### config.mk
export PLATFORM = sky130hd
export DESIGN_NAME = z80_bus_bridge
export DESIGN_NICKNAME = d
export VERILOG_FILES = /design/src/rtl/z80_bus_bridge.sv
export SDC_FILE = /design/constraint.sdc
export NUM_CORES = 1
export LEC_CHECK = 0
export CORE_ASPECT_RATIO = 1.25
export CORE_MARGIN = 3
export CORE_UTILIZATION = 42
export DETAILED_ROUTE_END_ITERATION = 16
export PLACE_DENSITY = 0.79
export SKIP_CTS_REPAIR_TIMING = 1
export SYNTH_ARGS = -nofsm -noshare
export SYNTH_HDL_FRONTEND = slang
export SYNTH_SLANG_ARGS = --single-unit
### constraint.sdc
create_clock -name clk -period 2 [get_ports clk]
set_input_delay 0.4 -clock clk [delete_from_list [all_inputs] [get_ports clk]]
set_output_delay 0.4 -clock clk [all_outputs]
set_load 0.005 [all_outputs]
### src/rtl/z80_bus_bridge.sv
// Z80 host bus front end for the GPU control register bank: synchronises the
// host strobes, decodes the GPU window and sequences single writes and latency-aware reads.
`timescale 1ns/1ps
module z80_bus_bridge #(
  parameter int HOST_ADDR_W = 22,
  parameter int GPU_ADDR_W  = 20,
  parameter logic [HOST_ADDR_W-1:0] WINDOW_BASE = 22'h300000
) (
  input  logic                   clk,
  input  logic                   rst,
  input  logic                   z80_mreq_n,
  input  logic                   z80_wr_n,
  input  logic                   z80_rd_n,
  input  logic [HOST_ADDR_W-1:0] z80_addr,
  input  logic [7:0]             z80_data_in,
  output logic                   we,
  output logic [GPU_ADDR_W-1:0]  addr_out,
  output logic [7:0]             wr_data,
  input  logic [7:0]             reg_data_in,
  output logic [7:0]             z80_data_out,
  output logic                   z80_data_oe,
  output logic                   z80_wait_n
);

  typedef enum logic [2:0] {S_IDLE, S_WRITE, S_READ, S_RD_CAP, S_DONE} state_t;

  state_t     r_state, w_next;
  logic [1:0] r_mreq_sync, r_wr_sync, r_rd_sync;
  logic [1:0] r_settle;
  logic       r_armed, r_is_rd;
  logic       w_mreq_n, w_wr_n, w_rd_n, w_in_win, w_decode, w_start;

  assign w_mreq_n = r_mreq_sync[1];
  assign w_wr_n   = r_wr_sync[1];
  assign w_rd_n   = r_rd_sync[1];
  assign w_in_win = (z80_addr[HOST_ADDR_W-1:GPU_ADDR_W] == WINDOW_BASE[HOST_ADDR_W-1:GPU_ADDR_W]);
  assign w_decode = r_armed && !w_mreq_n;
  assign w_start  = (r_state == S_IDLE) && (w_next != S_IDLE);

  always_ff @(posedge clk or posedge rst) begin
    if (rst) begin
      r_mreq_sync <= '1;
      r_wr_sync   <= '1;
      r_rd_sync   <= '1;
      r_settle    <= '0;
      r_armed     <= 1'b0;
    end else begin
      r_mreq_sync <= {r_mreq_sync[0], z80_mreq_n};
      r_wr_sync   <= {r_wr_sync[0], z80_wr_n};
      r_rd_sync   <= {r_rd_sync[0], z80_rd_n};
      r_settle    <= {r_settle[0], 1'b1};
      // The synchronisers' reset value of 1 is not a real observation of mreq_n
      // high, so only trust them once they have been refilled from the pin.
      if (r_settle[1] && w_mreq_n)
        r_armed <= 1'b1;
    end
  end

  always_ff @(posedge clk or posedge rst) begin
    if (rst) r_state <= S_IDLE;
    else     r_state <= w_next;
  end

  always_comb begin
    w_next = r_state;
    case (r_state)
      S_IDLE: begin
        if (w_decode) begin
          if (!w_in_win)               w_next = S_DONE;
          else if (!w_wr_n && w_rd_n)  w_next = S_WRITE;
          else if (!w_rd_n && w_wr_n)  w_next = S_READ;
          else if (!w_rd_n && !w_wr_n) w_next = S_DONE;
        end
      end
      S_WRITE:  w_next = S_DONE;
      S_READ:   w_next = S_RD_CAP;
      S_RD_CAP: w_next = S_DONE;
      S_DONE:   if (w_mreq_n) w_next = S_IDLE;
      default:  w_next = S_IDLE;
    endcase
  end

  always_ff @(posedge clk or posedge rst) begin
    if (rst) begin
      addr_out     <= '0;
      wr_data      <= '0;
      z80_data_out <= '0;
      r_is_rd      <= 1'b0;
    end else begin
      if (w_start) begin
        r_is_rd <= (w_next == S_READ);
        if (w_next == S_WRITE || w_next == S_READ)
          addr_out <= z80_addr[GPU_ADDR_W-1:0];
        if (w_next == S_WRITE)
          wr_data <= z80_data_in;
      end
      if (r_state == S_RD_CAP)
        z80_data_out <= reg_data_in;
    end
  end

  always_comb begin
    we          = (r_state == S_WRITE);
    z80_wait_n  = !((r_state == S_READ) || (r_state == S_RD_CAP));
    z80_data_oe = (r_state == S_DONE) && r_is_rd && !w_rd_n;
  end

endmodule

==> impl_metrics.ini, run 1 <==
[cts]
clock-sinks = 49
clock_latency_ns = 0.29
cts_buffer_depth = 2
path_clk_slew_ns = 0.08
cts.htree.levels = 2
cts_tree = yes
cts_made_buffers = 5
cts-root-buf = clkbuf_8

[floorplan]
rows = 27
dieWidth_um = 67.03
initial_utilization_pct = 43.86
io_pins = 82
core_mm2 = 0.004459
die_h_um = 82.29
die-area_mm2 = 0.005516

[timing]
final_max_slew_viol_count = 0
fmax_mhz = 537.0
finalCritPeriodShare_pct = 93.11
hold_viol_final = 0
setup_ws_ns = 0.1377
fin_crit_ns = 1.862
fin_worst_skew_ns = 0.01030
setup_viol = 0
rsz0062_at_grt = false

[power]
finalPower_mw = 3.448
p_int_mw = 2.602
p_clk_share_pct = 20.7
powerDensity_mw_per_mm2 = 1159
peakVddDrop_v = 0.0005887
p_sw_share_pct = 24.55
leakage_nw = 1.293
p_sw_mw = 0.8465
p_seq_share_pct = 43.1
p_comb_share_pct = 36.2

[final_layout]
n_antenna_cell = 0
fin_nets = 248
drive_above_1_share_pct = 32.04
area_growth_pct = 52.14
stdcell_count = 264
design_area_mm2 = 0.002975

[global_routing]
grt_pass1_wl_um = 6693
use_met1_pct = 19.24
grt_start_max_net_pins = 22
grt_pass1_vias = 1383
grt_overflow = 0
use_met2_pct = 29.20
met3_usage_pct = 4.195
grt_most_used_layer = met2
track_usage_pct = 16.56
antenna_found_initial = 0

[detailed_routing]
dr.pass1.iters = 5
wire_per_inst_um = 16.64
drc_errors = 0
detail_route.vias_per_cell = 4.879
postRouteAntennaNets = 0
num_vias = 1288
wl_um = 4393
drtIter0Drc = 57

[synth]
synth_seq_cells = 49
ys_seq_area_share_pct = 63.08
synth_cell_types = 28
syn-cell-area_mm2 = 0.001956
ys_warn_count = 0
syn_area_per_cell_um2 = 17.01
synth_cells = 115
synthesis.nets = 158

[worst_setup_path]
r2r_slack_ns = 0.14
cp.required_ns = 2.18
cpPeakStageDelay_ns = 0.49
cp.arrival_ns = 2.04
critPathKind = flip-flop to flip-flop
startpoint_type = flip-flop
cp-startpoint = r_state[0]$_DFF_PP0_
cp-end-kind = flip-flop
regToRegStartpoint = r_state[0]$_DFF_PP0_
critPathMaxFanout = 20
cp_slowest_cell = dfrtp_2
path_cells = buf_4 > nor3_4 > o211a_4 > mux2_4

[placed_design]
io_buffers = 81
dp.cells = 254
gp_congestion = 0.7467
placed_area_mm2 = 0.002816
dp_hpwl_um = 3322
dp_slack_ns = -0.04234

[job]
drv_cap = 0

[min_path]
hold_path_class = input port to async pin

[run_status]
outcome = finished, final reports clean
## power groups by stage
stage                     clock (mW)  sequential, mW  combinational, mW
after global placement             0            1.50               1.18
after global routing           0.781            1.53               1.34
after floorplan                    0            1.49              0.477
final                          0.714            1.49               1.25
after detailed placement           0            1.50               1.22
after CTS                      0.737            1.50               1.22
## cells in the mapped netlist, drive strengths merged
library cell	count	area, um2
nor4b	1	8.760
conb	1	3.750
nor2b	1	6.260
nor3	2	21.27
a21oi	2	10.01
o22ai	1	6.260
nand3	3	25.02
and4b	2	20.02
mux2	36	480.5
nor4	1	6.260
o211a	1	17.52
inv	2	7.510
nor3b	1	7.510
or2	1	6.260
o211ai	1	7.510
a21o	1	7.510
nand2b	1	6.260
nand2	2	7.510
o2bb2ai	1	8.760
o21ai	1	5.000
dfrtp	43	1076
buf	4	52.55
dfstp	6	157.7
## area by class of cell
class | instances | area (um2)
clock buffer | 6 | 82.58
inverter | 2 | 7.507
timing repair buffer | 87 | 860.8
sequential | 49 | 1237
clock inverter | 2 | 37.54
tap | 58 | 72.57
fill | 341 | 1484
multi-input combinational | 60 | 676.9
## flip-flops by register name (all words and copies together) (netlist names)
register	cells
r_settle	2
r_is_rd	1
r_wr_sync	2
r_rd_sync	2
r_armed	1
r_mreq_sync	2
r_state	3
z80_data_out	8
wr_data	8
addr_out	20
## critical path: cells and delay by family (launching register included)
kind / cells / cell delay [ns]
buffers and inverters: 1 / 0.17
multiplexers: 1 / 0.34
AO/OA/AOI/OAI: 1 / 0.47
flip-flops: 1 / 0.49
AND/OR/NAND/NOR: 1 / 0.27
## per-layer routing
metal | routed length, um | part of all wire, % | up-vias
met5 | 0 | 0 | -
met4 | 105 | 2.4 | 0
met3 | 291 | 6.6 | 8
met2 | 2359 | 54 | 62
met1 | 1637 | 37 | 636
li1 | - | - | 582
## cell families (layout without fill, tap and decap cells)
family / Yosys count / in the layout / share of synthesized area (%)
AOI/OAI and AO/OA: 8 / 8 / 3.199
muxes: 36 / 36 / 24.57
DFF: 49 / 49 / 63.08
and+or+nand+nor: 15 / 15 / 5.887
buffers and inverters: 6 / 97 / 3.071
other: 1 / 1 / 0.1918
## final timing paths
check	to	depth (start not counted)
setup / recovery	addr_out[8]$_DFFE_PP0P_	4
hold / removal	addr_out[16]$_DFFE_PP0P_	2
setup reg to reg	addr_out[8]$_DFFE_PP0P_	4
hold reg to reg	r_settle[1]$_DFF_PP0_	0
max in group asynchronous	r_mreq_sync[1]$_DFF_PP1_	3
min in group clk	r_settle[1]$_DFF_PP0_	0
## cell usage in the layout (no fill, tap or decap), drive strengths merged, types with 2 or more instances in the layout
cell,Yosys,routed
dfrtp,43,43
nor3,2,2
clkbuf,0,6
clkdlybuf4s50,0,79
nand2,2,2
dlymetal6s2s,0,2
a21oi,2,2
dfstp,6,6
nand3,3,3
buf,4,6
mux2,36,36
and4b,2,2
inv,2,2
## per-stage QoR
stage	utilization [%]	TNS [ns]	hold WS, ns
2_1_floorplan	-	0	0.3312
3_3_place_gp	63.16	-0.2056	0.3332
3_5_place_dp	63.16	-0.6668	0.3442
4_1_cts	65.85	-0.2325	0.3557
5_1_grt	66.72	0	0.3642
6_report	66.72	0	0.3561
No activity file was read; power rests on OpenSTA's default activity.
==> inputs of run 2 (changes only) <==
- GPL_ROUTABILITY_DRIVEN: default -> 0
- PLACE_DENSITY: 0.79 -> 0.81
==> run 2 against run 1 <==
Routed wire length is 1.4% lower. Clock skew is 0.0055 ns lower. Final area is 1.6% higher. First-iteration DRC count is 46% lower. Clock power is 14% higher. Maximum frequency is 1.5% lower. Die area stayed put. Sequential power hardly changed. Worst setup slack worse by 0.029 ns. Core utilization is 1.1 points higher. Sequential share of layout area is 0.65 points lower. Power is 3.1% higher.
==> impl_metrics.ini, run 2 (same netlist as run 1, synthesis figures left out) <==
[power]
p_sw_share_pct = 23.92
p_comb_share_pct = 35.3
leakage_nw = 1.308
p_seq_share_pct = 41.9
p_int_mw = 2.704
p_clk_share_pct = 22.9
powerDensity_mw_per_mm2 = 1176
p_sw_mw = 0.8499
peakVddDrop_v = 0.0006470

[worst_setup_path]
cp.required_ns = 1.60
cp.arrival_ns = 1.49
critPathMaxFanout = 6
regToRegStartpoint = r_state[0]$_DFF_PP0_
cp-end-kind = primary output
reg2regPathDepth = 6
r2r_slack_ns = 0.16
r2r_end = addr_out[2]$_DFFE_PP0P_
critPathKind = flip-flop to primary output
startpoint_type = flip-flop

[cts]
clock-sinks = 49
cts.htree.levels = 2
path_clk_slew_ns = 0.09
cts_tree = yes
cts_buffer_depth = 2
cts-root-buf = clkbuf_8
clock_latency_ns = 0.30
cts_made_buffers = 5

[final_layout]
largestRegisters = addr_out (20), wr_data (8), z80_data_out (8)
fill_cells = 343
final_cell_mix = clkdlybuf4s50_1 (80), dfrtp_1 (40), mux2_4 (20)
drive_above_1_share_pct = 33.17
design_area_mm2 = 0.003023
area_growth_pct = 54.57
largest_register_ffs = 20
fin_nets = 250
top_register = addr_out
final_common_cell = clkdlybuf4s50_1
n_antenna_cell = 0

[timing]
tns_ns = 0
fin_worst_skew_ns = 0.004795
setup_viol = 0
finalCritPeriodShare_pct = 94.54
fin_crit_ns = 1.891
rsz0062_at_grt = false
fmax_mhz = 528.9
hold_viol_final = 0
final_max_slew_viol_count = 0
whs_ns = 0.3539

[detailed_routing]
postRouteAntennaNets = 0
detail_route.vias_per_cell = 4.778
drc_errors = 0
drtIter0Drc = 31
wl_um = 4333
dr.pass1.iters = 4
num_vias = 1271
wire_per_inst_um = 16.29

[global_routing]
grt_start_max_net_pins = 50
track_usage_pct = 16.70
grt_pass1_wl_um = 6706
grt_overflow = 0
antenna_found_initial = 0
grt_pass1_vias = 1347

[floorplan]
io_pins = 82
die-area_mm2 = 0.005516
die_h_um = 82.29
initial_utilization_pct = 43.86
dieWidth_um = 67.03
rows = 27
core_mm2 = 0.004459

[placed_design]
io_buffers = 81
dp_hpwl_um = 3165
placed_area_mm2 = 0.002834

[min_path]
holdPathStages = 0
hold_path_class = flip-flop to flip-flop
worstHoldStart = r_settle[0]$_DFF_PP0_
hold_path_end = r_settle[1]$_DFF_PP0_

[run_status]
outcome = finished, final reports clean

[job]
drv_cap = 0
-- run 2: layer usage --
| metal | vias up | track usage, % | part of all wire [%] |
|---|---|---|---|
| met3 | 4 | 2.842 | 5.4 |
| met2 | 49 | 29.70 | 54 |
| li1 | 584 | - | - |
| met4 | 0 | 8.519 | 2.0 |
| met1 | 634 | 19.04 | 39 |
| met5 | - | 0 | 0 |
-- run 2: area by class of cell --
type,count,area (um2),share of cell area [%]
well taps,58,72.57,2.401
repair buffers,89,898.4,29.72
flip-flops and latches,49,1237,40.94
clock inverters,3,65.06,2.152
multi-input cells,60,673.1,22.27
clock buffers,5,68.82,2.276
inverters,2,7.507,0.2483
-- run 2: power groups by stage --
stage / Sequential (mW) / Clock [mW] / Combinational (mW)
5_1_grt: 1.53 / 0.877 / 1.33
6_report: 1.49 / 0.813 / 1.25
3_5_place_dp: 1.51 / 0 / 1.22
3_3_place_gp: 1.49 / 0 / 1.18
2_1_floorplan: 1.49 / 0 / 0.477
4_1_cts: 1.50 / 0.834 / 1.22
-- run 2: worst max-delay path: stages, from the launching register on --
cell and delay, ns:
dfrtp_2 0.46, nor3b_2 0.21, clkdlybuf4s50_1 0.52
-- run 2: worst max-delay path by stage --
stage	from	to	slack, ns	cells after the start
after global placement	z80_addr[20]	wr_data[6]$_DFFE_PP0P_	0.06	5
after global routing	r_state[1]$_DFF_PP0_	we	0.04	2
after detailed placement	z80_addr[20]	wr_data[5]$_DFFE_PP0P_	0.02	5
final	r_state[1]$_DFF_PP0_	we	0.11	2
after floorplan	rst	addr_out[0]$_DFFE_PP0P_	0.44	1
after CTS	r_state[2]$_DFF_PP0_	z80_data_oe	-0.14	3
-- run 2: through the flow --
stage	cells	setup WS (ns)	util, %	power [mW]
finish	266	0.1092	67.79	3.554
global route	266	0.04282	67.79	3.738
CTS	261	-0.1439	66.55	3.555
detailed placement	253	0.02229	63.55	2.726
global placement	253	0.05827	63.55	2.671
floorplan	115	0.4371	-	1.971
==> inputs of run 3 (changes only) <==
- CELL_PAD_IN_SITES_DETAIL_PLACEMENT: default -> 1
- CELL_PAD_IN_SITES_GLOBAL_PLACEMENT: default -> 1
- CORE_UTILIZATION: 42 -> 33
- PLACE_DENSITY: 0.81 -> 0.8
==> run 3 against run 2 <==
Combinational power about the same. Worst hold slack got worse by 0.0078 ns. Clock-buffer cell count increased by 2. Maximum frequency increased by 5.6%. Cell count increased by 2.3%. Routed wire length increased by 1.9%. Non-clock buffer count unchanged.
==> impl_metrics.ini, run 3 (same netlist as run 1, synthesis figures left out) <==
[cts]
clock-sinks = 49
cts-root-buf = clkbuf_8
cts.htree.levels = 2
cts_made_buffers = 5
path_clk_slew_ns = 0.08
cts_buffer_depth = 2
clock_latency_ns = 0.29
cts_tree = yes

[power]
finalPower_mw = 3.274
powerDensity_mw_per_mm2 = 1096
leakage_nw = 1.300
peakVddDrop_v = 0.0005203

[detailed_routing]
detail_route.vias_per_cell = 4.739
num_vias = 1289
wl_um = 4415
postRouteAntennaNets = 0
dr.pass1.iters = 3
drc_errors = 0
drtIter0Drc = 31
wire_per_inst_um = 16.23

[timing]
fin_worst_skew_ns = 0.007730
fmax_mhz = 558.4
finalCritPeriodShare_pct = 89.54
setup_viol = 0
setup_ws_ns = 0.2092
hold_viol_final = 0
final_max_slew_viol_count = 0
rsz0062_at_grt = false
fin_crit_ns = 1.791
whs_ns = 0.3461

[worst_setup_path]
regToRegStartpoint = r_state[0]$_DFF_PP0_
critPathMaxFanout = 4
cp.required_ns = 1.60
cp-end-kind = primary output
reg2regPathDepth = 5
cp.arrival_ns = 1.39
critPathKind = flip-flop to primary output
worstSetupEndpoint = z80_wait_n
cp-startpoint = r_state[2]$_DFF_PP0_
startpoint_type = flip-flop
r2r_end = addr_out[6]$_DFFE_PP0P_
r2r_slack_ns = 0.30

[floorplan]
rows = 30
die-area_mm2 = 0.006892
dieWidth_um = 74.86
die_h_um = 92.07
core_mm2 = 0.005593
initial_utilization_pct = 34.97
io_pins = 82

[final_layout]
top_register = addr_out
final_cell_mix = clkdlybuf4s50_1 (79), dfrtp_1 (41), mux2_4 (20)
final_common_cell = clkdlybuf4s50_1
drive_above_1_share_pct = 31.25
area_growth_pct = 52.72
n_antenna_cell = 0
fill_cells = 557
largest_register_ffs = 20
fin_nets = 250
largestRegisters = addr_out (20), wr_data (8), z80_data_out (8)

[min_path]
hold_path_class = flip-flop to flip-flop

[global_routing]
grt_start_max_net_pins = 25
antenna_found_initial = 0
grt_overflow = 0
grt_pass1_vias = 1391
track_usage_pct = 13.53
grt_pass1_wl_um = 7044

[placed_design]
io_buffers = 81
dp_slack_ns = 0.03700
dp_hpwl_um = 3427

[job]
drv_cap = 0

[run_status]
outcome = finished, final reports clean
run 3: final cells by class:
type	count	area, um2	share of cell area (%)
clock buffers	7	76.32	2.556
multi-input cells	60	668.1	22.37
flip-flops and latches	49	1236	41.39
well taps	64	80.08	2.681
inverters	2	7.507	0.2514
repair buffers	89	913.4	30.58
clock inverters	1	5.005	0.1676
run 3: worst min-delay path by stage:
stage | from | endpoint | slack (ns) | cells after the start
after floorplan | r_settle[0]$_DFF_PP0_ | r_settle[1]$_DFF_PP0_ | 0.33 | 0
after global placement | r_settle[0]$_DFF_PP0_ | r_settle[1]$_DFF_PP0_ | 0.33 | 0
after detailed placement | r_settle[0]$_DFF_PP0_ | r_settle[1]$_DFF_PP0_ | 0.34 | 0
after CTS | r_settle[0]$_DFF_PP0_ | r_settle[1]$_DFF_PP0_ | 0.35 | 0
after global routing | r_wr_sync[0]$_DFF_PP1_ | r_wr_sync[1]$_DFF_PP1_ | 0.37 | 0
final | r_settle[0]$_DFF_PP0_ | r_settle[1]$_DFF_PP0_ | 0.35 | 0
run 3: through the flow:
step	TNS (ns)	cell area, um2	utilization (%)	std cells
2_1_floorplan	0	1956	-	115
3_3_place_gp	0	2877	51.43	262
3_5_place_dp	0	2877	51.43	262
4_1_cts	-0.08680	2958	52.89	270
5_1_grt	0	2987	53.40	272
6_report	0	2987	53.40	272
run 3: per-layer routing:
layer	share of wire, %	routed length (um)	up-vias	track usage, %
li1	-	-	594	-
met1	41	1796	637	16.72
met2	52	2305	52	22.75
met3	5.3	232	6	2.412
met4	1.8	80	0	5.341
met5	0	0	-	0
run 3: worst max-delay path: stages, from the launching register on:
cell and delay (ns):
dfrtp_1 0.39, inv_1 0.15, nand2_1 0.11, clkdlybuf4s50_1 0.46
run 3: power by group:
group          internal (mW)  leakage (nW)  switching (mW)  total (mW)
clock network          0.246        0.0422           0.298       0.544
registers               1.30         0.585           0.176        1.47
logic                  0.907         0.673           0.350        1.26
total                   2.45          1.30           0.823        3.27
